[src/rtl/spi_frame_rx.sv]
`default_nettype none
// +--------------------------------------------------------------------------+
// | Module      : spi_frame_rx                                               |
// | Description : SPI slave frame deserialiser. Receives one opcode field    |
// |               followed by NUM_WORDS data words on clk_spi while cs_n is  |
// |               low, and presents each completed frame in a holding        |
// |               register with a valid/ready handshake. Reports overrun,    |
// |               aborted frames and, when SPI_RX_CRC8_EN is defined, a      |
// |               trailing CRC-8 (poly 0x07, init 0x00) mismatch.            |
// | Revision    : 1.0 - initial release                                      |
// +--------------------------------------------------------------------------+
module spi_frame_rx #(
  parameter int OPCODE_W  = 8,
  parameter int WORD_W    = 16,
  parameter int NUM_WORDS = 5,
  parameter int MSB_FIRST = 1
) (
  input  logic                          clk_spi,
  input  logic                          rstb,
  input  logic                          cs_n_i,
  input  logic                          spi_mosi_i,
  output logic [OPCODE_W-1:0]           opcode_o,
  output logic [NUM_WORDS*WORD_W-1:0]   data_o,
  output logic                          valid_o,
  input  logic                          ready_i,
  output logic                          busy_o,
  output logic                          frame_err_o,
  output logic                          overrun_o,
  output logic                          crc_err_o
);

  localparam int DATA_BITS = NUM_WORDS * WORD_W;
`ifdef SPI_RX_CRC8_EN
  localparam int CRC_BITS = 8;
`else
  localparam int CRC_BITS = 0;
`endif
  localparam int FRAME_BITS = OPCODE_W + DATA_BITS + CRC_BITS;
  localparam int CNT_W      = $clog2(FRAME_BITS + 1);
  localparam int WB_W       = $clog2(WORD_W + 1);

  localparam logic [CNT_W-1:0] C_OP_END    = CNT_W'(OPCODE_W);
  localparam logic [CNT_W-1:0] C_DATA_END  = CNT_W'(OPCODE_W + DATA_BITS);
  localparam logic [CNT_W-1:0] C_FRAME_END = CNT_W'(FRAME_BITS);
  localparam logic [WB_W-1:0]  C_WORD_LAST = WB_W'(WORD_W - 1);

`ifdef SPI_RX_CRC8_EN
  typedef enum logic [1:0] {S_IDLE, S_OPCODE, S_DATA, S_CRC} state_t;
`else
  typedef enum logic [1:0] {S_IDLE, S_OPCODE, S_DATA} state_t;
`endif

  state_t                   state_q, state_d;
  logic [CNT_W-1:0]         cnt_q, cnt_inc;
  logic [WB_W-1:0]          wbit_q;
  logic [OPCODE_W-1:0]      op_sh_q, op_sh_d;
  logic [WORD_W-1:0]        word_sh_q, word_sh_d;
  logic [DATA_BITS-1:0]     data_buf_q, buf_d, load_data;
  logic [OPCODE_W-1:0]      opcode_q;
  logic [DATA_BITS-1:0]     data_q;
  logic                     valid_q;
  logic                     frame_err_q;
  logic                     overrun_q;
  logic                     word_done, frame_last, is_op, is_data;
  logic                     frame_end, good_end, accept, hold_free;
  logic                     crc_ok;

`ifdef SPI_RX_CRC8_EN
  logic [7:0] crc_q, crc_d, crc_rx_q, crc_rx_d;
  logic       crc_err_q;
  logic       is_crc;

  // Running CRC over opcode/data bits and shift-in of the received CRC byte
  always_comb begin
    crc_d    = {crc_q[6:0], 1'b0} ^ ((crc_q[7] ^ spi_mosi_i) ? 8'h07 : 8'h00);
    crc_rx_d = {crc_rx_q[6:0], spi_mosi_i};
    crc_ok   = (crc_rx_d == crc_q);
    is_crc   = (state_q == S_CRC);
  end

  // The data buffer is already complete by the time the CRC byte arrives
  assign load_data = data_buf_q;
  assign crc_err_o = crc_err_q;
`else
  assign crc_ok    = 1'b1;
  assign load_data = buf_d;
  assign crc_err_o = 1'b0;
`endif

  // Next-value decode: field shifts, word assembly, bit classification and next state
  always_comb begin
    cnt_inc = cnt_q + CNT_W'(1);
    if (MSB_FIRST != 0) begin
      op_sh_d      = op_sh_q << 1;
      op_sh_d[0]   = spi_mosi_i;
      word_sh_d    = word_sh_q << 1;
      word_sh_d[0] = spi_mosi_i;
    end else begin
      op_sh_d              = op_sh_q >> 1;
      op_sh_d[OPCODE_W-1]  = spi_mosi_i;
      word_sh_d            = word_sh_q >> 1;
      word_sh_d[WORD_W-1]  = spi_mosi_i;
    end
    // Completed words enter at the top so the first word ends up at the bottom
    buf_d = data_buf_q >> WORD_W;
    buf_d[DATA_BITS-1 -: WORD_W] = word_sh_d;

    word_done  = (wbit_q == C_WORD_LAST);
    frame_last = (cnt_inc == C_FRAME_END);
    is_op      = (state_q == S_IDLE) || (state_q == S_OPCODE);
    is_data    = (state_q == S_DATA);

    if (frame_last) begin
      state_d = S_IDLE;
    end else if (cnt_inc < C_OP_END) begin
      state_d = S_OPCODE;
    end else if (cnt_inc < C_DATA_END) begin
      state_d = S_DATA;
    end else begin
`ifdef SPI_RX_CRC8_EN
      state_d = S_CRC;
`else
      state_d = S_DATA;
`endif
    end

    frame_end = !cs_n_i && frame_last;
    good_end  = frame_end && crc_ok;
    accept    = valid_q && ready_i;
    hold_free = !valid_q || accept;
  end

  // Frame reception FSM, holding register handshake and event pulses
  always_ff @(posedge clk_spi or negedge rstb) begin
    if (!rstb) begin
      state_q     <= S_IDLE;
      cnt_q       <= '0;
      wbit_q      <= '0;
      op_sh_q     <= '0;
      word_sh_q   <= '0;
      data_buf_q  <= '0;
      opcode_q    <= '0;
      data_q      <= '0;
      valid_q     <= 1'b0;
      frame_err_q <= 1'b0;
      overrun_q   <= 1'b0;
`ifdef SPI_RX_CRC8_EN
      crc_q       <= '0;
      crc_rx_q    <= '0;
      crc_err_q   <= 1'b0;
`endif
    end else begin
      frame_err_q <= 1'b0;
      if (cs_n_i) begin
        // Deselect mid-frame throws the partial frame away
        if (cnt_q != '0) begin
          frame_err_q <= 1'b1;
          cnt_q       <= '0;
          wbit_q      <= '0;
          state_q     <= S_IDLE;
`ifdef SPI_RX_CRC8_EN
          crc_q       <= '0;
`endif
        end
      end else begin
        cnt_q   <= frame_last ? '0 : cnt_inc;
        state_q <= state_d;
        if (is_op) begin
          op_sh_q <= op_sh_d;
        end
        if (is_data) begin
          word_sh_q <= word_sh_d;
          if (word_done) begin
            data_buf_q <= buf_d;
            wbit_q     <= '0;
          end else begin
            wbit_q <= wbit_q + WB_W'(1);
          end
        end
`ifdef SPI_RX_CRC8_EN
        if (frame_last) begin
          crc_q <= '0;
        end else if (is_op || is_data) begin
          crc_q <= crc_d;
        end
        if (is_crc) begin
          crc_rx_q <= crc_rx_d;
        end
`endif
      end

      // A frame ending on an accept edge loads straight into the freed slot
      if (good_end && hold_free) begin
        opcode_q <= op_sh_q;
        data_q   <= load_data;
        valid_q  <= 1'b1;
      end else if (accept) begin
        valid_q <= 1'b0;
      end
      overrun_q <= good_end && !hold_free;
`ifdef SPI_RX_CRC8_EN
      crc_err_q <= frame_end && !crc_ok;
`endif
    end
  end

  assign opcode_o    = opcode_q;
  assign data_o      = data_q;
  assign valid_o     = valid_q;
  assign busy_o      = (cnt_q != '0);
  assign frame_err_o = frame_err_q;
  assign overrun_o   = overrun_q;

endmodule
`default_nettype wire

[config.mk]
export PLATFORM = sky130hd
export DESIGN_NAME = spi_frame_rx
export DESIGN_NICKNAME = d
export VERILOG_FILES = /design/src/rtl/spi_frame_rx.sv
export SDC_FILE = /design/constraint.sdc
export NUM_CORES = 1
export LEC_CHECK = 0
export CAP_MARGIN = 20
export CORE_MARGIN = 3
export CORE_UTILIZATION = 55
export CTS_CLUSTER_DIAMETER = 150
export DETAILED_ROUTE_END_ITERATION = 7
export PLACE_DENSITY = 0.82
export SYNTH_ARGS = -nofsm -noshare
export SYNTH_HDL_FRONTEND = slang
export SYNTH_SLANG_ARGS = --single-unit
[constraint.sdc]
create_clock -name clk_spi -period 2.2 [get_ports clk_spi]
set_input_delay 0.22 -clock clk_spi [delete_from_list [all_inputs] [get_ports clk_spi]]
set_output_delay 0.22 -clock clk_spi [all_outputs]
set_load 0.1 [all_outputs]
# Word level (Yosys, flattened, before mapping)
# Cells that the tools add are included.
word_totals:
  latchBits: 0
  mem_bits_ro: 0
  mem_count: 0
  ramBits: 0
  reg_bits: 208
  in_bits: 5
  out_inout_bits: 93
  wordCells: 52
op_classes:
  div_mod_pow: 0
  reduce_logical: 17
  bitwise_logic: 1
  addsub: 2
  mul: 0
  n_lt_le_gt_ge: 1
  shifts: 0
  muxes: 15
  eq_ne: 5
op_table:
  columns: ["operator", "n"]
  rows:
  - ["$mux 7", 3]
  - ["$mux 5", 4]
  - ["$mux 2", 4]
  - ["$add 7x1->7 const B", 1]
  - ["$eq 7x7->1 const B", 1]
  - ["$lt 7x4->1 const B", 1]
  - ["$reduce_bool 7->1", 1]
  - ["$reduce_and 2->1", 3]
  - ["$add 5x1->5 const B", 1]
  - ["$eq 5x4->1 const B", 1]
  - ["$logic_and 1x1->1", 4]
  - ["$mux 1", 4]
  - ["$reduce_bool 2->1", 2]
  - ["$logic_not 1->1", 3]
  - ["$reduce_and 3->1", 1]
  - ["$eq 2x1->1 const B", 1]
  - ["$eq 2x2->1 const B", 1]
  - ["$logic_not 2->1", 1]
  - ["$logic_or 1x1->1", 2]
  - ["$ne 2x1->1 const B", 1]
  - ["$not 1->1", 1]

# Longest topological paths before layout
depth:
  depth_word: 5
  ltp_mapped: 7

# Least setup slack after synthesis
# Ideal clock, no wire load.
synth_path:
  path_kind: "reg2reg"
  from: "reg cnt_q[3]"
  to: "reg state_q[1]"
  arrival_ns: 2.209
  setup_time_ns: 0.066
  path_slack_ns: -0.074
  t_required_ns: 2.134
  path_stages_with_launch: 6
  path_cell_list: "dfrtp_1 > buf_2 > nor3_1 > nand3_1 > nor2_1 > a22o_1"
synth_rtl:
  columns: ["element", "line_no", "source"]
  rows:
  - ["start: declaration", "54", "logic [CNT_W-1:0] cnt_q, cnt_inc;"]
  - ["start signal: assignment", "166", "cnt_q <= frame_last ? '0 : cnt_inc;"]
  - ["$reduce_bool 7->1", null, null]
  - ["net busy_o", "26", "output logic busy_o,"]
  - ["$ne 2x1->1 (no source line)", null, null]
  - ["end signal: assignment", "167", "state_q <= state_d;"]
  - ["end: declaration", "53", "state_t state_q, state_d;"]
# The timed path passes the listed nets, and every way through them passes these cells.
# A chain may end at the register's enable or synchronous reset.

# Worst setup path in the final report
layout_path:
  from: "reg cnt_q[0]"
  to: "reg opcode_q[7], in the netlist opcode_o[7]"
layout_via:
  elab_chain_cells: 4
layout_rtl:
  columns: ["element", "line_no", "source"]
  rows:
  - ["$add 7x1->7", "92", "cnt_inc = cnt_q + CNT_W'(1);"]
  - ["$eq 7x7->1", "109", "frame_last = (cnt_inc == C_FRAME_END);"]
  - ["$logic_and 1x1->1", "127", "frame_end = !cs_n_i && frame_last;"]
  - ["$logic_and 1x1->1", "193", "if (good_end && hold_free) begin"]
  - ["end signal: assignment", "194", "opcode_q <= op_sh_q;"]
  - ["end: declaration", "59", "logic [OPCODE_W-1:0] opcode_q;"]
# Every way passes these cells.

==> results_dict.tcl <==
set metrics [dict create \
    num_rows 41 \
    synth_cell_types 33 \
    grt_max_degree 64 \
    syn-cell-area_um2 7423 \
    max-vdd-ir-drop_mv 0.7890 \
    gp_congestion 0.8591 \
    clock.fmax_ghz 0.4838 \
    fin_ws_ns 0.1332 \
    cts_htree_levels 4 \
    cp-end-kind "flip-flop" \
    synth_flop_cell "dfrtp_1" \
    holdCritPathClass "in2async" \
    initial_core_util 0.5742 \
    grt_overflow 0 \
    drt-total-wl_um 13440 \
    worstPathArrival_ns 2.37 \
    core_um2 12930 \
    report.final.slew_viol_count 0 \
    fin_util 0.7021 \
    power.density_nw_per_um2 823.4 \
    cts-root-buf "clkbuf_16" \
    path_clk_slew_ns 0.06 \
    maxCapViolCount 0 \
    die_width_um 122.2 \
    p_leak_nw 4.756 \
    power_mw 7.473 \
    drive_above_1_share 0.5455 \
    avgViaCountPerCell 5.397 \
    finalInstanceArea_um2 9076 \
    detail-route-antenna-nets 0 \
    synth_warnings 0 \
    rrSetupSlack_ns 0.13 \
    ys_async_sr_fraction 1.000 \
    clock_path_buffers 2 \
    nNetsFinal 578 \
    clock-skew-final_ns 0.006951 \
    cts_buffers 17 \
    cp.required_ns 2.51 \
    cts_tree "built" \
    drcViolationCount 0 \
    setup_viol 0 \
    fin_setup_tns_ns 0 \
    rr_worst_depth 6 \
    cts_sinks 192 \
    reg2reg_from "cnt_q[0]$_DFFE_PN0P_" \
    outcome "finished, final reports clean" \
    whs_ns 0.3311 \
    antennaDiodeCount 0 \
    rsz0062_at_grt "no" \
    wl_per_cell_um 17.80 \
    post_dp_cell_area_um2 8404 \
    synth_cells 463 \
    pin_count 98 \
    die_h_um 122.2 \
    grt_util_all_layers 0.1949 \
    slew_headroom 0.6615 \
    grt_pass1_wl_um 22290 \
    rr_endpoint "opcode_o[7]$_DFFE_PN0P_" \
    finalCriticalPeriod_ns 2.067 \
    crit_path_start_kind "flip-flop" \
    clock_latency_ns 0.43 \
    hold_viol 0 \
    dp_slack_ns 0.06898 \
    instances_no_fill 755 \
    dr.pass1.iters 4 \
    first_global_vias 4263 \
    synth_edf_count 0 \
    ys_ff_latch 192 \
    dp_cells 722 \
    dp_hpwl_um 8785 \
    path_class "reg2reg" \
    worstMarginPinSlew_ns 0.5077 \
    first_iter_violations 263 \
    finalCritPeriodShare 0.9394 \
    area_delta_synth_final_pct 22.27 \
    syn_avg_cell_area_um2 16.03 \
    seq_area_frac_synth 0.6472 \
    die_area_um2 14930 \
    antenna_found_initial 0 \
    vias 4075 \
    io_buffers 96 \
    worstPathMaxFanout 24 \
    fill_cells 866 \
    syn-num-nets 471 \
]
report_power, final:
part	switching (mW)	total (mW)	leakage, nW	internal (mW)
clock network	1.24	3.29	0.311	2.05
logic	0.307	0.463	1.79	0.156
registers	0.0936	3.72	2.66	3.63
total	1.64	7.47	4.76	5.83
area by class of cell:
type                    instances  area (µm²)  area share
flip-flops and latches        192        4805      0.5294
multi-input cells             246        2506      0.2761
repair buffers                109       884.6     0.09746
clock buffers                  23       498.0     0.05487
well taps                     172       215.2     0.02371
clock inverters                 9       152.6     0.01682
inverters                       4       15.01    0.001654
worst max-delay path, stage by stage (launching register included):
cell and delay [ns]:
dfrtp_1 0.44, and3_4 0.26, and3_4 0.21, o22ai_4 0.10
nand4_4 0.15, buf_4 0.37, mux2_2 0.40
synth_stat cells, types with 2 or more instances:
library cell	number	area, µm²
and3_4	2	22.52
nor2_1	12	45.04
dfrtp_1	192	4805
a31oi_1	2	12.51
nor3_1	2	10.01
nand2_1	11	41.29
nand2b_1	2	12.51
nand4_1	3	18.77
o21ai_0	9	45.04
a21oi_1	3	15.01
inv_1	4	15.01
nand3_1	4	20.02
a22o_1	2	17.52
ha_1	3	37.54
xor2_1	2	17.52
mux2_4	19	285.3
xnor2_1	4	35.03
buf_6	3	33.78
clkbuf_1	2	7.510
mux2_2	155	1745
buf_2	15	75.07
flip-flops by register name (all words and copies together), names as in the netlist:
name,cells
cnt_q,7
data_buf_q,64
frame_err_o,1
valid_o,1
op_sh_q,8
opcode_o,8
overrun_o,1
state_q,2
word_sh_q,15
wbit_q,5
data_o,80
cells by family after synthesis:
logic type,after synthesis,synth area share
AO/OA/AOI/OAI,18,0.01483
multiplexers,175,0.2751
adder cells (fa/ha/maj),3,0.005057
buffers and inverters,25,0.01871
XOR/XNOR,6,0.007079
other,1,0.0005052
AND/OR/NAND/NOR,43,0.03152
flip-flops,192,0.6472
cells in the final DEF, fill, tap and decap left out, types with 2 or more instances in the layout:
cell	Yosys	routed
nor3_1	2	2
buf_12	0	4
a21oi_1	3	2
xnor2_1	4	4
nor2_1	12	12
o21ai_0	9	9
and3_4	2	2
dfrtp_1	192	192
nand2_1	11	11
inv_1	4	4
mux2_4	19	19
clkbuf_8	0	6
nand4_1	3	3
clkinv_2	0	2
bufinv_16	0	4
ha_1	3	3
xor2_1	2	2
nand2b_1	2	2
a22o_1	2	2
a31oi_1	2	2
clkinvlp_4	0	3
clkbuf_16	0	17
nand3_1	4	3
buf_4	1	100
mux2_2	155	155
clkdlybuf4s50_1	0	3
repair_timing:
action / CTS / global route
gates resized for setup: 0 / 2
setup buffers: 0 / 0
endpoints found under the setup margin: 0 / 75
hold endpoints to repair: 60 / 0
hold buffers: 1 / 0
routing by layer:
layer	up-vias	track usage	share of wire
met3	22	0.05014	0.048
met2	90	0.3104	0.50
met4	0	0.07838	0.018
met1	2105	0.2584	0.44
li1	1858	-	-
met5	-	0	0
how the worst max path moves through the flow:
stage,from,endpoint
3_3_place_gp,cnt_q[0]$_DFFE_PN0P_,data_o[67]$_DFFE_PN0P_
5_1_grt,cnt_q[0]$_DFFE_PN0P_,opcode_o[7]$_DFFE_PN0P_
4_1_cts,cnt_q[1]$_DFFE_PN0P_,data_o[67]$_DFFE_PN0P_
3_5_place_dp,cnt_q[1]$_DFFE_PN0P_,data_o[67]$_DFFE_PN0P_
6_report,cnt_q[0]$_DFFE_PN0P_,opcode_o[7]$_DFFE_PN0P_
2_1_floorplan,valid_o$_DFFE_PN0P_,data_o[67]$_DFFE_PN0P_
Note: power is estimated with default switching activity, not from simulation.
